--- src/rtl/ste_dma_if.sv ---
// ste_dma_if
// Bundles the MCU-side register/burst bus and the byte-wide device port of
// the STE floppy/hard-disk DMA channel.
//   FCS_N        register select from MCU, active low
//   RW           1 = read, 0 = write
//   A1           0 = data/sector-count register, 1 = mode/status register
//   DIN[15:0]    CPU write data / memory burst data
//   DOUT[15:0]   register read data or FIFO head word
//   RDY_I        MCU word-transfer strobe, active low
//   RDY_O        burst request to MCU, active low
//   dev_drq      device byte request
//   dev_rd_data  byte from device
//   dev_wr_data  byte to device
//   dev_ack      byte-transfer acknowledge
// The DMA channel connects through the slave modport; the MCU/device side
// (or a testbench) connects through the master modport.
interface ste_dma_if;
  logic        FCS_N;
  logic        RW;
  logic        A1;
  logic [15:0] DIN;
  logic [15:0] DOUT;
  logic        RDY_I;
  logic        RDY_O;
  logic        dev_drq;
  logic [7:0]  dev_rd_data;
  logic [7:0]  dev_wr_data;
  logic        dev_ack;

  modport master (
    output FCS_N, RW, A1, DIN, RDY_I, dev_drq, dev_rd_data,
    input  DOUT, RDY_O, dev_wr_data, dev_ack
  );

  modport slave (
    input  FCS_N, RW, A1, DIN, RDY_I, dev_drq, dev_rd_data,
    output DOUT, RDY_O, dev_wr_data, dev_ack
  );
endinterface

--- src/rtl/ste_dma.sv ---
// ste_dma
// Floppy/hard-disk DMA channel. Moves bytes between the device port and the
// word-wide memory bus through a 16-word FIFO, requesting 8-word bursts from
// the MCU over the active-low RDY handshake.
//   clk32   system clock
//   resb    asynchronous active-low reset
//   clk_en  8 MHz enable; all state advances only when high
//   bus     ste_dma_if.slave: register window, burst handshake, device port
module ste_dma (
  input  logic        clk32,
  input  logic        resb,
  input  logic        clk_en,
  ste_dma_if.slave    bus
);

  typedef enum logic [1:0] {IDLE, REQ, GAP} burst_state_t;

  // Programmable state
  logic        dir;
  logic        scsel;
  logic [7:0]  cnt;
  logic        err;

  // FIFO storage and bookkeeping
  logic [15:0] fifo_mem [16];
  logic [3:0]  wr_ptr;
  logic [3:0]  rd_ptr;
  logic [4:0]  fifo_cnt;
  logic        byte_phase;
  logic [7:0]  hi_byte;

  // Burst engine
  burst_state_t state;
  logic [2:0]  word_cnt;
  logic [4:0]  burst_cnt;

  // Registered outputs
  logic        rdy_o;
  logic        dev_ack;
  logic [7:0]  dev_wr_data;

  logic        reg_wr, mode_wr, dma_reset, cnt_wr;
  logic        bus_xfer, burst_end, start_burst;
  logic        dev_go, rd_accept, wr_accept;
  logic        push, pop;
  logic        fifo_full, fifo_empty;
  logic [15:0] push_word, head_word, status_word, reg_rdata;

  assign fifo_full  = (fifo_cnt == 5'd16);
  assign fifo_empty = (fifo_cnt == 5'd0);

  assign reg_wr    = !bus.FCS_N && !bus.RW;
  assign mode_wr   = reg_wr && bus.A1;
  // Flipping the direction bit is the only way software restarts the channel.
  assign dma_reset = mode_wr && (bus.DIN[8] != dir);
  assign cnt_wr    = reg_wr && !bus.A1 && scsel;

  assign bus_xfer  = (state == REQ) && !bus.RDY_I;
  assign burst_end = bus_xfer && (word_cnt == 3'd7);

  // dev_ack blocks a new byte so each byte gets a full ack period.
  assign dev_go    = bus.dev_drq && !dev_ack;
  assign rd_accept = !dir && dev_go && (cnt != 8'd0) && !fifo_full;
  assign wr_accept = dir && dev_go && !fifo_empty;

  // Device bytes only reach the FIFO once the low half completes the word.
  assign push = (rd_accept && byte_phase) || (dir && bus_xfer);
  assign pop  = (wr_accept && byte_phase) || (!dir && bus_xfer);

  assign push_word = dir ? bus.DIN : {hi_byte, bus.dev_rd_data};
  assign head_word = fifo_mem[rd_ptr];

  // Read bursts need a full burst waiting; write bursts need room for one and
  // sectors still outstanding.
  assign start_burst = (state == IDLE) &&
                       (dir ? ((fifo_cnt <= 5'd8) && (cnt != 8'd0))
                            : (fifo_cnt >= 5'd8));

  assign status_word = {13'b0, bus.dev_drq, (cnt != 8'd0), ~err};
  assign reg_rdata   = bus.A1 ? status_word : 16'h0000;

  always_comb begin
    bus.DOUT = 16'h0000;
    if (!bus.FCS_N && bus.RW)
      bus.DOUT = reg_rdata;
    else if (!bus.RDY_I && !dir)
      bus.DOUT = head_word;
  end

  assign bus.RDY_O       = rdy_o;
  assign bus.dev_ack     = dev_ack;
  assign bus.dev_wr_data = dev_wr_data;

  // FIFO storage carries no reset; the pointers define what is valid.
  always_ff @(posedge clk32) begin
    if (clk_en && push && !dma_reset)
      fifo_mem[wr_ptr] <= push_word;
  end

  always_ff @(posedge clk32 or negedge resb) begin
    if (!resb) begin
      dir         <= 1'b0;
      scsel       <= 1'b0;
      cnt         <= 8'd0;
      err         <= 1'b0;
      wr_ptr      <= 4'd0;
      rd_ptr      <= 4'd0;
      fifo_cnt    <= 5'd0;
      byte_phase  <= 1'b0;
      hi_byte     <= 8'd0;
      state       <= IDLE;
      word_cnt    <= 3'd0;
      burst_cnt   <= 5'd0;
      rdy_o       <= 1'b1;
      dev_ack     <= 1'b0;
      dev_wr_data <= 8'd0;
    end else if (clk_en) begin
      if (mode_wr) begin
        dir   <= bus.DIN[8];
        scsel <= bus.DIN[4];
      end

      if (dma_reset) begin
        wr_ptr     <= 4'd0;
        rd_ptr     <= 4'd0;
        fifo_cnt   <= 5'd0;
        byte_phase <= 1'b0;
        err        <= 1'b0;
        state      <= IDLE;
        word_cnt   <= 3'd0;
        rdy_o      <= 1'b1;
      end else begin
        if (push)
          wr_ptr <= wr_ptr + 4'd1;
        if (pop)
          rd_ptr <= rd_ptr + 4'd1;
        fifo_cnt <= fifo_cnt + 5'(push) - 5'(pop);

        if (rd_accept || wr_accept)
          byte_phase <= ~byte_phase;
        if (rd_accept && !byte_phase)
          hi_byte <= bus.dev_rd_data;
        if (wr_accept)
          dev_wr_data <= byte_phase ? head_word[7:0] : head_word[15:8];

        // A request with no sectors left is a software error, sticky until
        // the channel is restarted.
        if (!dir && bus.dev_drq && (cnt == 8'd0))
          err <= 1'b1;

        case (state)
          IDLE: begin
            if (start_burst) begin
              state    <= REQ;
              rdy_o    <= 1'b0;
              word_cnt <= 3'd0;
            end
          end
          REQ: begin
            if (bus_xfer) begin
              word_cnt <= word_cnt + 3'd1;
              if (word_cnt == 3'd7) begin
                state <= GAP;
                rdy_o <= 1'b1;
              end
            end
          end
          GAP: begin
            state <= IDLE;
          end
          default: begin
            state <= IDLE;
            rdy_o <= 1'b1;
          end
        endcase
      end

      dev_ack <= (rd_accept || wr_accept) && !dma_reset;

      // 32 bursts of 8 words make one 512-byte sector.
      if (cnt_wr) begin
        cnt       <= bus.DIN[7:0];
        burst_cnt <= 5'd0;
      end else if (burst_end && !dma_reset) begin
        burst_cnt <= burst_cnt + 5'd1;
        if ((burst_cnt == 5'd31) && (cnt != 8'd0))
          cnt <= cnt - 8'd1;
      end
    end
  end

endmodule
--- src/flat_wrapper.sv ---
// flat-port wrapper written by rule: the top's interface ports become plain ports
module ste_dma_flat 
  (clk32, resb, clk_en, bus_FCS_N, bus_RW, bus_A1, bus_DIN, bus_RDY_I, bus_dev_drq, bus_dev_rd_data, bus_DOUT, bus_RDY_O, bus_dev_wr_data, bus_dev_ack);
  ste_dma_if bus_i ();
  input  logic clk32;
  input  logic resb;
  input  logic clk_en;
  input wire logic [$bits(bus_i.FCS_N)-1:0] bus_FCS_N;
  input wire logic [$bits(bus_i.RW)-1:0] bus_RW;
  input wire logic [$bits(bus_i.A1)-1:0] bus_A1;
  input wire logic [$bits(bus_i.DIN)-1:0] bus_DIN;
  input wire logic [$bits(bus_i.RDY_I)-1:0] bus_RDY_I;
  input wire logic [$bits(bus_i.dev_drq)-1:0] bus_dev_drq;
  input wire logic [$bits(bus_i.dev_rd_data)-1:0] bus_dev_rd_data;
  output wire logic [$bits(bus_i.DOUT)-1:0] bus_DOUT;
  output wire logic [$bits(bus_i.RDY_O)-1:0] bus_RDY_O;
  output wire logic [$bits(bus_i.dev_wr_data)-1:0] bus_dev_wr_data;
  output wire logic [$bits(bus_i.dev_ack)-1:0] bus_dev_ack;
  assign bus_i.FCS_N = bus_FCS_N;
  assign bus_i.RW = bus_RW;
  assign bus_i.A1 = bus_A1;
  assign bus_i.DIN = bus_DIN;
  assign bus_i.RDY_I = bus_RDY_I;
  assign bus_i.dev_drq = bus_dev_drq;
  assign bus_i.dev_rd_data = bus_dev_rd_data;
  assign bus_DOUT = bus_i.DOUT;
  assign bus_RDY_O = bus_i.RDY_O;
  assign bus_dev_wr_data = bus_i.dev_wr_data;
  assign bus_dev_ack = bus_i.dev_ack;
  ste_dma u_core (.clk32(clk32), .resb(resb), .clk_en(clk_en), .bus(bus_i));
endmodule
--- config.mk ---
export PLATFORM = sky130hd
export DESIGN_NAME = ste_dma_flat
export DESIGN_NICKNAME = d
export VERILOG_FILES = /design/src/rtl/ste_dma_if.sv /design/src/rtl/ste_dma.sv /design/src/flat_wrapper.sv
export SDC_FILE = /design/constraint.sdc
export NUM_CORES = 1
export LEC_CHECK = 0
export ABC_AREA = 1
export CAP_MARGIN = 20
export CORE_MARGIN = 2
export CORE_UTILIZATION = 40
export DETAILED_ROUTE_END_ITERATION = 7
export REMOVE_ABC_BUFFERS = 1
export SLEW_MARGIN = 40
export SYNTH_ARGS = -nofsm -noshare
export SYNTH_HDL_FRONTEND = slang
export SYNTH_SLANG_ARGS = --single-unit
--- constraint.sdc ---
create_clock -name clk32 -period 5.5 [get_ports clk32]
set_input_delay 0.55 -clock clk32 [delete_from_list [all_inputs] [get_ports clk32]]
set_output_delay 0.55 -clock clk32 [all_outputs]
set_load 0.01 [all_outputs]
## Word-level counts from Yosys, hierarchy flattened

Memory sizes are Yosys's and may differ from the RTL's.
Cells that the tools add are included.

| operators by class | value |
|---|---|
| $add $sub $neg | 7 |
| $lt $le $gt $ge | 2 |
| equality and inequality tests | 10 |
| mux-type cells | 36 |
| bitwise gates (word level) | 3 |
| reduce and logical (&&, ||, !) cells | 65 |

Operator list:

| cell | number |
|---|---|
| 16-bit two-way mux | 3 |
| 8-bit two-way mux | 4 |
| 1-bit logical AND | 29 |
| 4-bit two-way mux | 4 |
| 5-bit two-way mux | 3 |
| 3-bit two-way mux | 4 |
| 2-bit AND reduction | 6 |
| 2-bit nonzero test | 6 |
| 1-bit two-way mux | 11 |
| 5-bit == test (second input constant) | 2 |
| 1-bit logical NOT | 10 |
| 3-bit AND reduction | 3 |
| 4-bit by 1-bit adder with 4-bit output (second input constant) | 2 |
| 8-bit logical NOT | 1 |
| 2-bit two-way mux | 4 |
| 4-bit AND reduction | 2 |
| 8-bit nonzero test | 1 |
| 8-bit by 1-bit subtractor with 8-bit output (second input constant) | 1 |
| 3-bit by 1-bit != test with 1-bit output (second input constant) | 2 |
| 3-bit one-hot mux with 2 select lines | 1 |
| 5-bit by 1-bit adder with 5-bit output | 1 |
| 5-bit by 1-bit adder with 5-bit output (second input constant) | 1 |
| 5-bit by 4-bit >= comparator with 1-bit output (second input constant) | 1 |
| 5-bit by 4-bit <= comparator with 1-bit output (second input constant) | 1 |
| 16 further kinds | 20 |

| storage, ports and cells | value |
|---|---|
| flip-flop bits (word level) | 53 |
| RAM bits | 256 |
| input port bits | 32 |
| memories | 1 |

Memories:

| memory | depth | width | read ports | clocked after Yosys merged registers in | wr ports | line | source |
|---|---|---|---|---|---|---|---|
| u_core.fifo_mem | 16 | 16 | 1 | 0 | 1 | ste_dma.sv:25 | `logic [15:0] fifo_mem [16];` |

## Longest topological paths before layout

Gate-level depths: netlist of run 1.

| logic depth | value |
|---|---|
| depth after elaboration | 11 |
| gate-level depth with buffers | 17 |
| depth with buffers taken out | 17 |

## Least setup slack after synthesis of run 1

Ideal clock, no wire load.

| timing path | value |
|---|---|
| path type | register -> register |
| start | register u_core.fifo_cnt[2] |
| end | register u_core.fifo_cnt[4] |
| library setup time | 0.077 ns |
| data arrival time | 2.497 ns |
| data required time | 5.423 ns |
| path slack | 2.926 ns |
| stages on the path, launching flop included | 18 |
| cells stage by stage | dfrtp_1 inv_1 ha_1 nand3_1 nand4_2 inv_2 nand2_1 nand2_1 ha_1 inv_1 ha_1 inv_1 fa_1 o21ai_0 a21oi_1 a21oi_1 o21ai_1 o21ai_1 |

| on the way | value |
|---|---|
| longest elaborated chain between the ends | 8 |
| elaborated cells between the ends (all ways) | 13 |
| those cells by class | 2 x add/sub; 1 x eq/ne; 1 x mux; 9 x reduce/logical |

Ends and longest elaborated chain:

| element | line | source |
|---|---|---|
| start: declaration | ste_dma.sv:28 | `logic [4:0] fifo_cnt;` |
| start signal: assignment | ste_dma.sv:137 | `fifo_cnt <= fifo_cnt + 5'(push) - 5'(pop);` |
| 5-bit == test | ste_dma.sv:49 | `assign fifo_full = (fifo_cnt == 5'd16);` |
| 1-bit logical NOT | ste_dma.sv:63 | `assign rd_accept = !dir && dev_go && (cnt != 8'd0) && !fifo_full;` |
| 1-bit logical AND | ste_dma.sv:63 |  |
| 1-bit logical AND | ste_dma.sv:67 | `assign push = (rd_accept && byte_phase) \|\| (dir && bus_xfer);` |
| 1-bit logical OR | ste_dma.sv:67 |  |
| 5-bit by 1-bit adder with 5-bit output | ste_dma.sv:137 |  |
| 5-bit by 1-bit subtractor with 5-bit output * | ste_dma.sv:137 |  |
| 5-bit two-way mux * | ste_dma.sv:123 | `if (dma_reset) begin` |

Every way passes the cells marked *; elsewhere a longest branch is shown, timed or not.
A chain may end at the register's enable or synchronous reset.

## Final worst setup path of run 1

| timing path | value |
|---|---|
| start | register u_core.rd_ptr[0] |
| end | output port bus_DOUT[1] |

| on the way | value |
|---|---|
| longest elaborated chain between the ends | 3 |

Ends and longest elaborated chain:

| element | line | source |
|---|---|---|
| start: declaration | ste_dma.sv:27 | `logic [3:0] rd_ptr;` |
| start signal: assignment | ste_dma.sv:136 | `rd_ptr <= rd_ptr + 4'd1;` |
| memory 16 x 16 bit | -- |  |
| 16-bit two-way mux | ste_dma.sv:86 | `else if (!bus.RDY_I && !dir)` |
| 16-bit two-way mux | ste_dma.sv:84 | `if (!bus.FCS_N && bus.RW)` |
| end: declaration | flat_wrapper.sv:15 | `output wire logic [$bits(bus_i.DOUT)-1:0] bus_DOUT;` |

Every way passes these cells.

==> insert_results.sql, run 1 <==
INSERT INTO impl_metrics (metric_group, metric, value, unit) VALUES
('floorplanning', 'floorplan.initialDensity', '0.407', ''),
('drt', 'postRouteAntennaNets', '0', ''),
('synth', 'synth.distinct_cells', '37', ''),
('worst_setup_path', 'timing.critical_path.depth', '11', ''),
('clocking', 'ctsHtreeMaxLevel', '2', ''),
('floorplanning', 'core-area', '34700', 'um^2'),
('drt', 'drt_first_pass_iters', '6', ''),
('worst_setup_path', 'critical-path-top-delay-family', 'buffers and inverters', ''),
('worst_setup_path', 'worst-endpoint-arrival', '3.51', 'ns'),
('worst_setup_path', 'worstSetupStartpointType', 'flip-flop', ''),
('floorplanning', 'pin_count', '58', ''),
('placed_design', 'place_hpwl', '22.0', 'mm'),
('drt', 'post-route-drc-count', '0', ''),
('timing', 'final.setup.tns', '0', 'ns'),
('clocking', 'clock_latency', '0.52', 'ns'),
('drt', 'finalWirelength', '36.7', 'mm'),
('worst_setup_path', 'critPathMostFrequentCell', 'nand2_1', ''),
('timing', 'fin_worst_skew', '0.0196', 'ns'),
('timing', 'worst_slew_margin_rel', '0.386', ''),
('clocking', 'numCtsBuffers', '34', ''),
('floorplanning', 'chipWidth', '192', 'um'),
('worst_setup_path', 'r2r_slack', '2.31', 'ns'),
('final_layout', 'syn2layout_area_growth', '15.5', '%'),
('grt', 'remaining_global_route_overflow', '0', ''),
('clocking', 'clock_tree.root_cell', 'clkbuf_16', ''),
('synth', 'synth_top_area_share', '0.544', ''),
('synth', 'yosysSeqAreaShare', '0.638', ''),
('power', 'vdd_ir_drop_max', '0.000307', 'V'),
('worst_setup_path', 'cpPeakStageDelay', '0.78', 'ns'),
('timing', 'hold_violations', '0', ''),
('synth', 'syn_avg_cell_area', '9.68', 'um^2'),
('drt', 'dr_total_vias', '10100', ''),
('worst_setup_path', 'setup.worst_path.class', 'flip-flop to output port', ''),
('floorplanning', 'floorplan.die_area', '36900', 'um^2'),
('synth', 'gate_count_of_the_mapped_netlist', '1461', ''),
('worst_setup_path', 'crit_fanout', '47', ''),
('synth', 'synth-warning-count', '0', ''),
('timing', 'minimum_period_implied_by_the_final_worst_setup_slack', '4.06', 'ns'),
('clocking', 'cts.sink_count', '309', ''),
('worst_setup_path', 'worst-r2r-cell-count', '8', ''),
('floorplanning', 'rows', '68', ''),
('clocking', 'path_clk_slew', '0.06', 'ns'),
('grt', 'vias_in_the_first_global_route', '9592', ''),
('placed_design', 'port-buffer-count', '57', ''),
('synth', 'flops_latches_synth', '309', ''),
('final_layout', 'antenna_cells', '0', ''),
('drt', 'drtIter0Drc', '870', ''),
('grt', 'antenna_violations_before_repair', '0', ''),
('worst_setup_path', 'timing.critical_path.buf_inv', '3', ''),
('timing', 'worstMarginPinSlew', '0.919', 'ns'),
('grt', 'grt_start_max_net_pins', '86', ''),
('drt', 'via_per_instance_ratio', '5.08', ''),
('worst_setup_path', 'cp_slowest_cell', 'dfrtp_4', ''),
('power', 'pwr_density_cell', '485', 'nW/um^2'),
('timing', 'setup_viol', '0', ''),
('synth', 'synthDominantAreaCellType', 'edfxtp_1', ''),
('synth', 'ys_top_cells_by_area', 'edfxtp_1, nand2_1, dfrtp_1', ''),
('final_layout', 'share_of_post_route_cells_with_drive_strength_above_1', '0.0883', ''),
('clocking', 'postCtsSetupBuffers', '0', ''),
('worst_setup_path', 'critical_path.endpoint_type', 'output port', ''),
('timing', 'fin_crit_sh', '0.738', ''),
('timing', 'achievable-frequency', '246', 'MHz'),
('clocking', 'cts.path.max_buffers', '3', ''),
('grt', 'first_pass_grt_wire_length', '55.7', 'mm'),
('drt', 'route.detailed.wl_per_inst', '18.4', 'um'),
('clocking', 'cts_hold_buf', '0', ''),
('timing', 'max_slew_violation_count', '0', ''),
('final_layout', 'layout.nets', '1569', ''),
('power', 'leakage', '6.86', 'nW'),
('clocking', 'cts.repair.resized', '0', ''),
('worst_setup_path', 'cp_data_required_time', '4.95', 'ns'),
('placed_design', 'place_congestion', '0.811', ''),
('grt', 'grt_usage', '0.202', ''),
('power', 'power.total', '7.91', 'mW'),
('job', 'drv_cap', '0', ''),
('final_layout', 'finish.utilization', '0.470', ''),
('run_status', 'run_status', 'completed', ''),
('worst_hold_path', 'hp-class', 'primary input to async pin', ''),
('floorplanning', 'chip_height', '192', 'um'),
('timing', 'grt_setup_unrepaired', 'no', ''),
('clocking', 'tritoncts_clock_tree', 'done', ''),
('synth', 'post_synth_instance_area', '14100', 'um^2'),
('worst_setup_path', 'worstPathCellList', 'buf_12, buf_4, nand2_1, nand2_1, nand2_1, nand3_1, nand3_1, nand2_1, nand3_1, o21ai_1, clkdlybuf4s50_1', '');
[layout by cell type, fill, tap and decap left out, types with 3 or more instances in the layout]
cell / Yosys / routed
inv_1: 125 / 125
o21ai_1: 20 / 20
nand2_4: 3 / 3
nor2_1: 53 / 37
nand4_1: 4 / 4
clkdlybuf4s50_1: 0 / 56
clkbuf_1: 17 / 10
o22ai_1: 3 / 3
edfxtp_1: 256 / 256
nor2_4: 0 / 5
nand3_1: 198 / 198
nor2_2: 3 / 14
clkbuf_16: 0 / 34
inv_4: 1 / 3
o21ai_0: 26 / 26
inv_2: 13 / 11
clkinv_2: 0 / 6
nor3_1: 3 / 3
buf_4: 2 / 28
xor2_1: 8 / 8
o21ai_2: 5 / 5
dfrtp_1: 52 / 49
ha_1: 18 / 18
a21oi_1: 21 / 21
clkinv_1: 3 / 6
nor2_8: 3 / 3
nand2_2: 6 / 6
nand2_1: 557 / 557
[registers in the layout (all words and copies together) (netlist names)]
register,cells
u_core.rd_ptr,4
u_core.hi_byte,8
u_core.fifo_cnt,5
u_core.fifo_mem,256
u_core.scsel,1
u_core.bus.dev_ack,1
u_core.cnt,8
u_core.err,1
u_core.wr_ptr,4
u_core.burst_cnt,5
u_core.bus.RDY_O,1
u_core.state,2
u_core.word_cnt,3
u_core.bus.dev_wr_data,8
u_core.dir,1
u_core.byte_phase,1
[cell usage after synthesis, drive strengths merged]
master,instances
nand2,566
edfxtp,256
nand3,199
inv,139
nor2,59
dfrtp,52
o21ai,51
buf,50
a21oi,21
ha,18
clkbuf,17
xor2,8
nand4,5
clkinv,3
nor3,3
o22ai,3
a31oi,2
nand3b,2
or2,2
a21boi,1
and3,1
dfstp,1
fa,1
xnor2,1
[through the flow]
stage               setup WS, ns  std cells  hold WS (ns)  area [um^2]
floorplan                  0.521       1394         0.254        13800
global placement            1.88       1936         0.462        15200
detailed placement          1.81       1937         0.465        15300
CTS                         1.47       1996         0.220        16300
global route                1.23       1996         0.145        16300
finish                      1.44       1996         0.103        16300
[worst paths after layout]
path,startpoint,to
min,resb,u_core.burst_cnt[3]
max,u_core.rd_ptr[0],bus_DOUT[1]
min in group clk32,u_core.bus.dev_wr_data[4],u_core.bus.dev_wr_data[4]
max in group asynchronous,resb,u_core.rd_ptr[0]
max reg2reg,u_core.dir,u_core.fifo_mem[4][5]
min reg2reg,u_core.bus.dev_wr_data[4],u_core.bus.dev_wr_data[4]
[worst register-to-register path: stages, from the launching register on]
cell and delay, ns:
dfrtp_2 0.61, inv_2 0.28, nand2_1 0.11, nand2_2 0.14
nor2_8 0.07, nor2_8 0.22, nand2_2 0.34, nor2_2 0.79
buf_4 0.33
[where the power goes]
part	internal, mW	leakage (nW)	switching (mW)	total, mW
registers	2.88	2.97	0.163	3.04
logic	0.861	3.39	1.85	2.71
clock network	1.24	0.504	0.920	2.16
total	4.98	6.86	2.93	7.91
[cell type report]
type | instances | area (um^2)
clock buffer | 44 | 888
clock inverter | 15 | 144
fill | 3256 | 18400
inverter | 142 | 539
multi-input combinational | 943 | 4330
sequential | 309 | 9020
tap | 455 | 569
timing repair buffer | 88 | 827
[cell families after synthesis]
group	share of synthesized area
flops	0.638
simple gates	0.250
buf+inv	0.0603
fa+ha+maj	0.0173
compound gates	0.0296
xor+xnor	0.00558
[layer usage]
layer,share of wire,GRT usage,up-vias
met1,0.45,0.282,4827
met5,0,0,-
met3,0.063,0.0287,57
met4,0.024,0.0599,0
li1,-,-,4920
met2,0.47,0.330,333
(Power assumes the default switching activity.)
==> run 2, diff against run 1 <==
- clock period: 5.5 -> 3.8 ns (I/O delays scaled with it)
==> run 2 against run 1 <==
Sequential power rose by 43%. Global-route usage rose by 0.20 points. Register-to-register slack got worse by 1.4 ns. Wire length rose by 0.34%. Clock skew fell by 0.0032 ns. First-iteration DRC count rose by 20%. Via count rose by 1.4%. Largest power group unchanged.
==> insert_results.sql, run 2 (same netlist as run 1, synthesis figures left out) <==
INSERT INTO impl_metrics (metric_group, metric, value, unit) VALUES
('placed_design', 'port-buffer-count', '57', ''),
('clocking', 'cts.path.max_buffers', '3', ''),
('grt', 'first_pass_grt_wire_length', '57.3', 'mm'),
('power', 'leakage', '7.01', 'nW'),
('final_layout', 'share_of_post_route_cells_with_drive_strength_above_1', '0.0976', ''),
('worst_setup_path', 'cpPeakStageDelay', '0.57', 'ns'),
('worst_setup_path', 'critical_path.endpoint_type', 'output port', ''),
('timing', 'hold_slack', '0.412', 'ns'),
('job', 'drv_cap', '0', ''),
('worst_hold_path', 'hp-class', 'primary input to async pin', ''),
('clocking', 'ctsHtreeMaxLevel', '2', ''),
('power', 'power.total', '12.0', 'mW'),
('clocking', 'numCtsBuffers', '35', ''),
('drt', 'drt_first_pass_iters', '7', ''),
('placed_design', 'place_hpwl', '24.1', 'mm'),
('worst_setup_path', 'crit_fanout', '21', ''),
('final_layout', 'layout.nets', '1584', ''),
('grt', 'vias_in_the_first_global_route', '9950', ''),
('run_status', 'run_status', 'completed', ''),
('worst_setup_path', 'worstPathCellList', 'clkinv_2, buf_4, nand2_1, nand3_1, nand3_1, nand3_1, nand2_1, nand3_1, o21ai_1, clkdlybuf4s50_1', ''),
('worst_setup_path', 'worst-endpoint-arrival', '3.21', 'ns'),
('drt', 'dr_total_vias', '10300', ''),
('timing', 'worst_slew_margin_rel', '0.465', ''),
('drt', 'post-route-drc-count', '0', ''),
('drt', 'finalWirelength', '36.8', 'mm'),
('timing', 'fin_worst_skew', '0.0164', 'ns'),
('placed_design', 'pre_cts_slack', '0.760', 'ns'),
('clocking', 'cts.repair.resized', '0', ''),
('timing', 'setup_viol', '0', ''),
('final_layout', 'finish.utilization', '0.478', ''),
('timing', 'achievable-frequency', '279', 'MHz'),
('floorplanning', 'pin_count', '58', ''),
('timing', 'fin_crit_sh', '0.944', ''),
('worst_setup_path', 'cp_data_required_time', '3.42', 'ns'),
('worst_setup_path', 'setup.worst_path.class', 'flip-flop to output port', ''),
('floorplanning', 'core-area', '34700', 'um^2'),
('final_layout', 'multi_input_area', '4310', 'um^2'),
('worst_setup_path', 'critical_r2r_launch', 'u_core.fifo_cnt[2]', ''),
('final_layout', 'flip_flop_count_of_the_largest_register_all_copies_and_words_added', '256', ''),
('drt', 'drtIter0Drc', '1046', ''),
('power', 'vdd_ir_drop_max', '0.000420', 'V'),
('drt', 'route.detailed.wl_per_inst', '18.3', 'um'),
('timing', 'final.setup.worst_slack', '0.211', 'ns'),
('floorplanning', 'chip_height', '192', 'um'),
('floorplanning', 'floorplan.die_area', '36900', 'um^2'),
('final_layout', 'fillers', '3244', ''),
('drt', 'via_per_instance_ratio', '5.11', ''),
('clocking', 'cts.sink_count', '309', ''),
('floorplanning', 'rows', '68', ''),
('placed_design', 'place_congestion', '0.851', ''),
('worst_setup_path', 'critPathMostFrequentCell', 'nand3_1', ''),
('final_layout', 'final_common_cell', 'nand2_1', ''),
('final_layout', 'regMostFlops', 'u_core.fifo_mem', ''),
('grt', 'remaining_global_route_overflow', '0', ''),
('timing', 'max_slew_violation_count', '0', ''),
('floorplanning', 'chipWidth', '192', 'um'),
('timing', 'grt_setup_unrepaired', 'no', ''),
('grt', 'antenna_violations_before_repair', '0', ''),
('final_layout', 'ff_latch_area', '9020', 'um^2'),
('timing', 'worstMarginPinSlew', '0.803', 'ns'),
('timing', 'hold_violations', '0', ''),
('drt', 'postRouteAntennaNets', '0', ''),
('timing', 'minimum_period_implied_by_the_final_worst_setup_slack', '3.59', 'ns'),
('clocking', 'tritoncts_clock_tree', 'done', ''),
('power', 'pwr_density_cell', '726', 'nW/um^2'),
('worst_setup_path', 'worstSetupStartpointType', 'flip-flop', ''),
('worst_setup_path', 'cp_slowest_cell', 'clkdlybuf4s50_1', ''),
('grt', 'grt_usage', '0.204', ''),
('final_layout', 'most-common-layout-cells', 'nand2_1, edfxtp_1, nand3_1', ''),
('clocking', 'clock_tree.root_cell', 'clkbuf_16', ''),
('final_layout', 'antenna_cells', '0', ''),
('clocking', 'path_clk_slew', '0.06', 'ns'),
('floorplanning', 'floorplan.initialDensity', '0.407', ''),
('worst_setup_path', 'timing.critical_path.from', 'u_core.rd_ptr[0]', ''),
('clocking', 'clock_latency', '0.51', 'ns'),
('grt', 'grt_start_max_net_pins', '113', ''),
('final_layout', 'syn2layout_area_growth', '17.3', '%');
## run 2: cell types whose count changed in the layout (fill, tap and decap cells not counted), sizes merged
| cell | delta |
|---|---|
| clkinvlp | +1 |
| bufinv | +4 |
| clkbuf | +4 |
| clkinv | -4 |
| inv | -3 |
| buf | +13 |
| dlygate4sd3 | +1 |
## run 2: path summary, 6_finish.rpt
path | endpoint | slack [ns] | cells after the start
worst max-delay path | bus_DOUT[2] | 0.21 | 10
worst min-delay path | u_core.word_cnt[0] | 0.41 | 2
worst max register to register | u_core.fifo_cnt[4] | 0.92 | 17
worst min register to register | u_core.bus.RDY_O | 0.48 | 2
max in group asynchronous | u_core.bus.RDY_O | 2.49 | 3
min in group clk32 | u_core.hi_byte[0] | 0.43 | 3
## run 2: metrics by stage
step | std cells | TNS [ns] | cell area (um^2)
2_1_floorplan | 1394 | -21.95 | 13800
3_3_place_gp | 1950 | 0 | 15400
3_5_place_dp | 1950 | 0 | 15400
4_1_cts | 2012 | 0 | 16600
5_1_grt | 2012 | 0 | 16600
6_report | 2012 | 0 | 16600
## run 2: timing repair
item                                   in CTS  in global routing
buffers inserted                            0                  0
hold buffers                                1                  0
endpoints found under the hold margin      20                  0
## run 2: per-layer routing
layer  vias up  share of wire  track usage
met5         -              0            0
met4         0          0.016       0.0437
met3        45          0.079       0.0376
met2       370           0.46        0.330
met1      4923           0.44        0.289
li1       4936              -            -
## run 2: critical path, delay by kind of cell (launching register included)
kind / cells / cell delay, ns
simple gates: 6 / 0.73
buf+inv: 3 / 1.26
compound gates: 1 / 0.13
flops: 1 / 0.56
## run 2: power by group
part / internal, mW / switching (mW)
logic: 1.28 / 2.85
clock network: 2.24 / 1.31
registers: 4.17 / 0.175
## run 2: layout make-up
| type | count | share of cell area |
|---|---|---|
| flip-flops and latches | 309 | 0.544 |
| well taps | 455 | 0.0343 |
| multi-input cells | 943 | 0.260 |
| inverters | 142 | 0.0324 |
| clock inverters | 13 | 0.0130 |
| repair buffers | 102 | 0.0562 |
| clock buffers | 48 | 0.0602 |
==> run 3, diff against run 2 <==
- GPL_ROUTABILITY_DRIVEN: unset -> 0
==> results of run 3 <==
No change in the layout: final DEF, timing and power equal those of run 2.
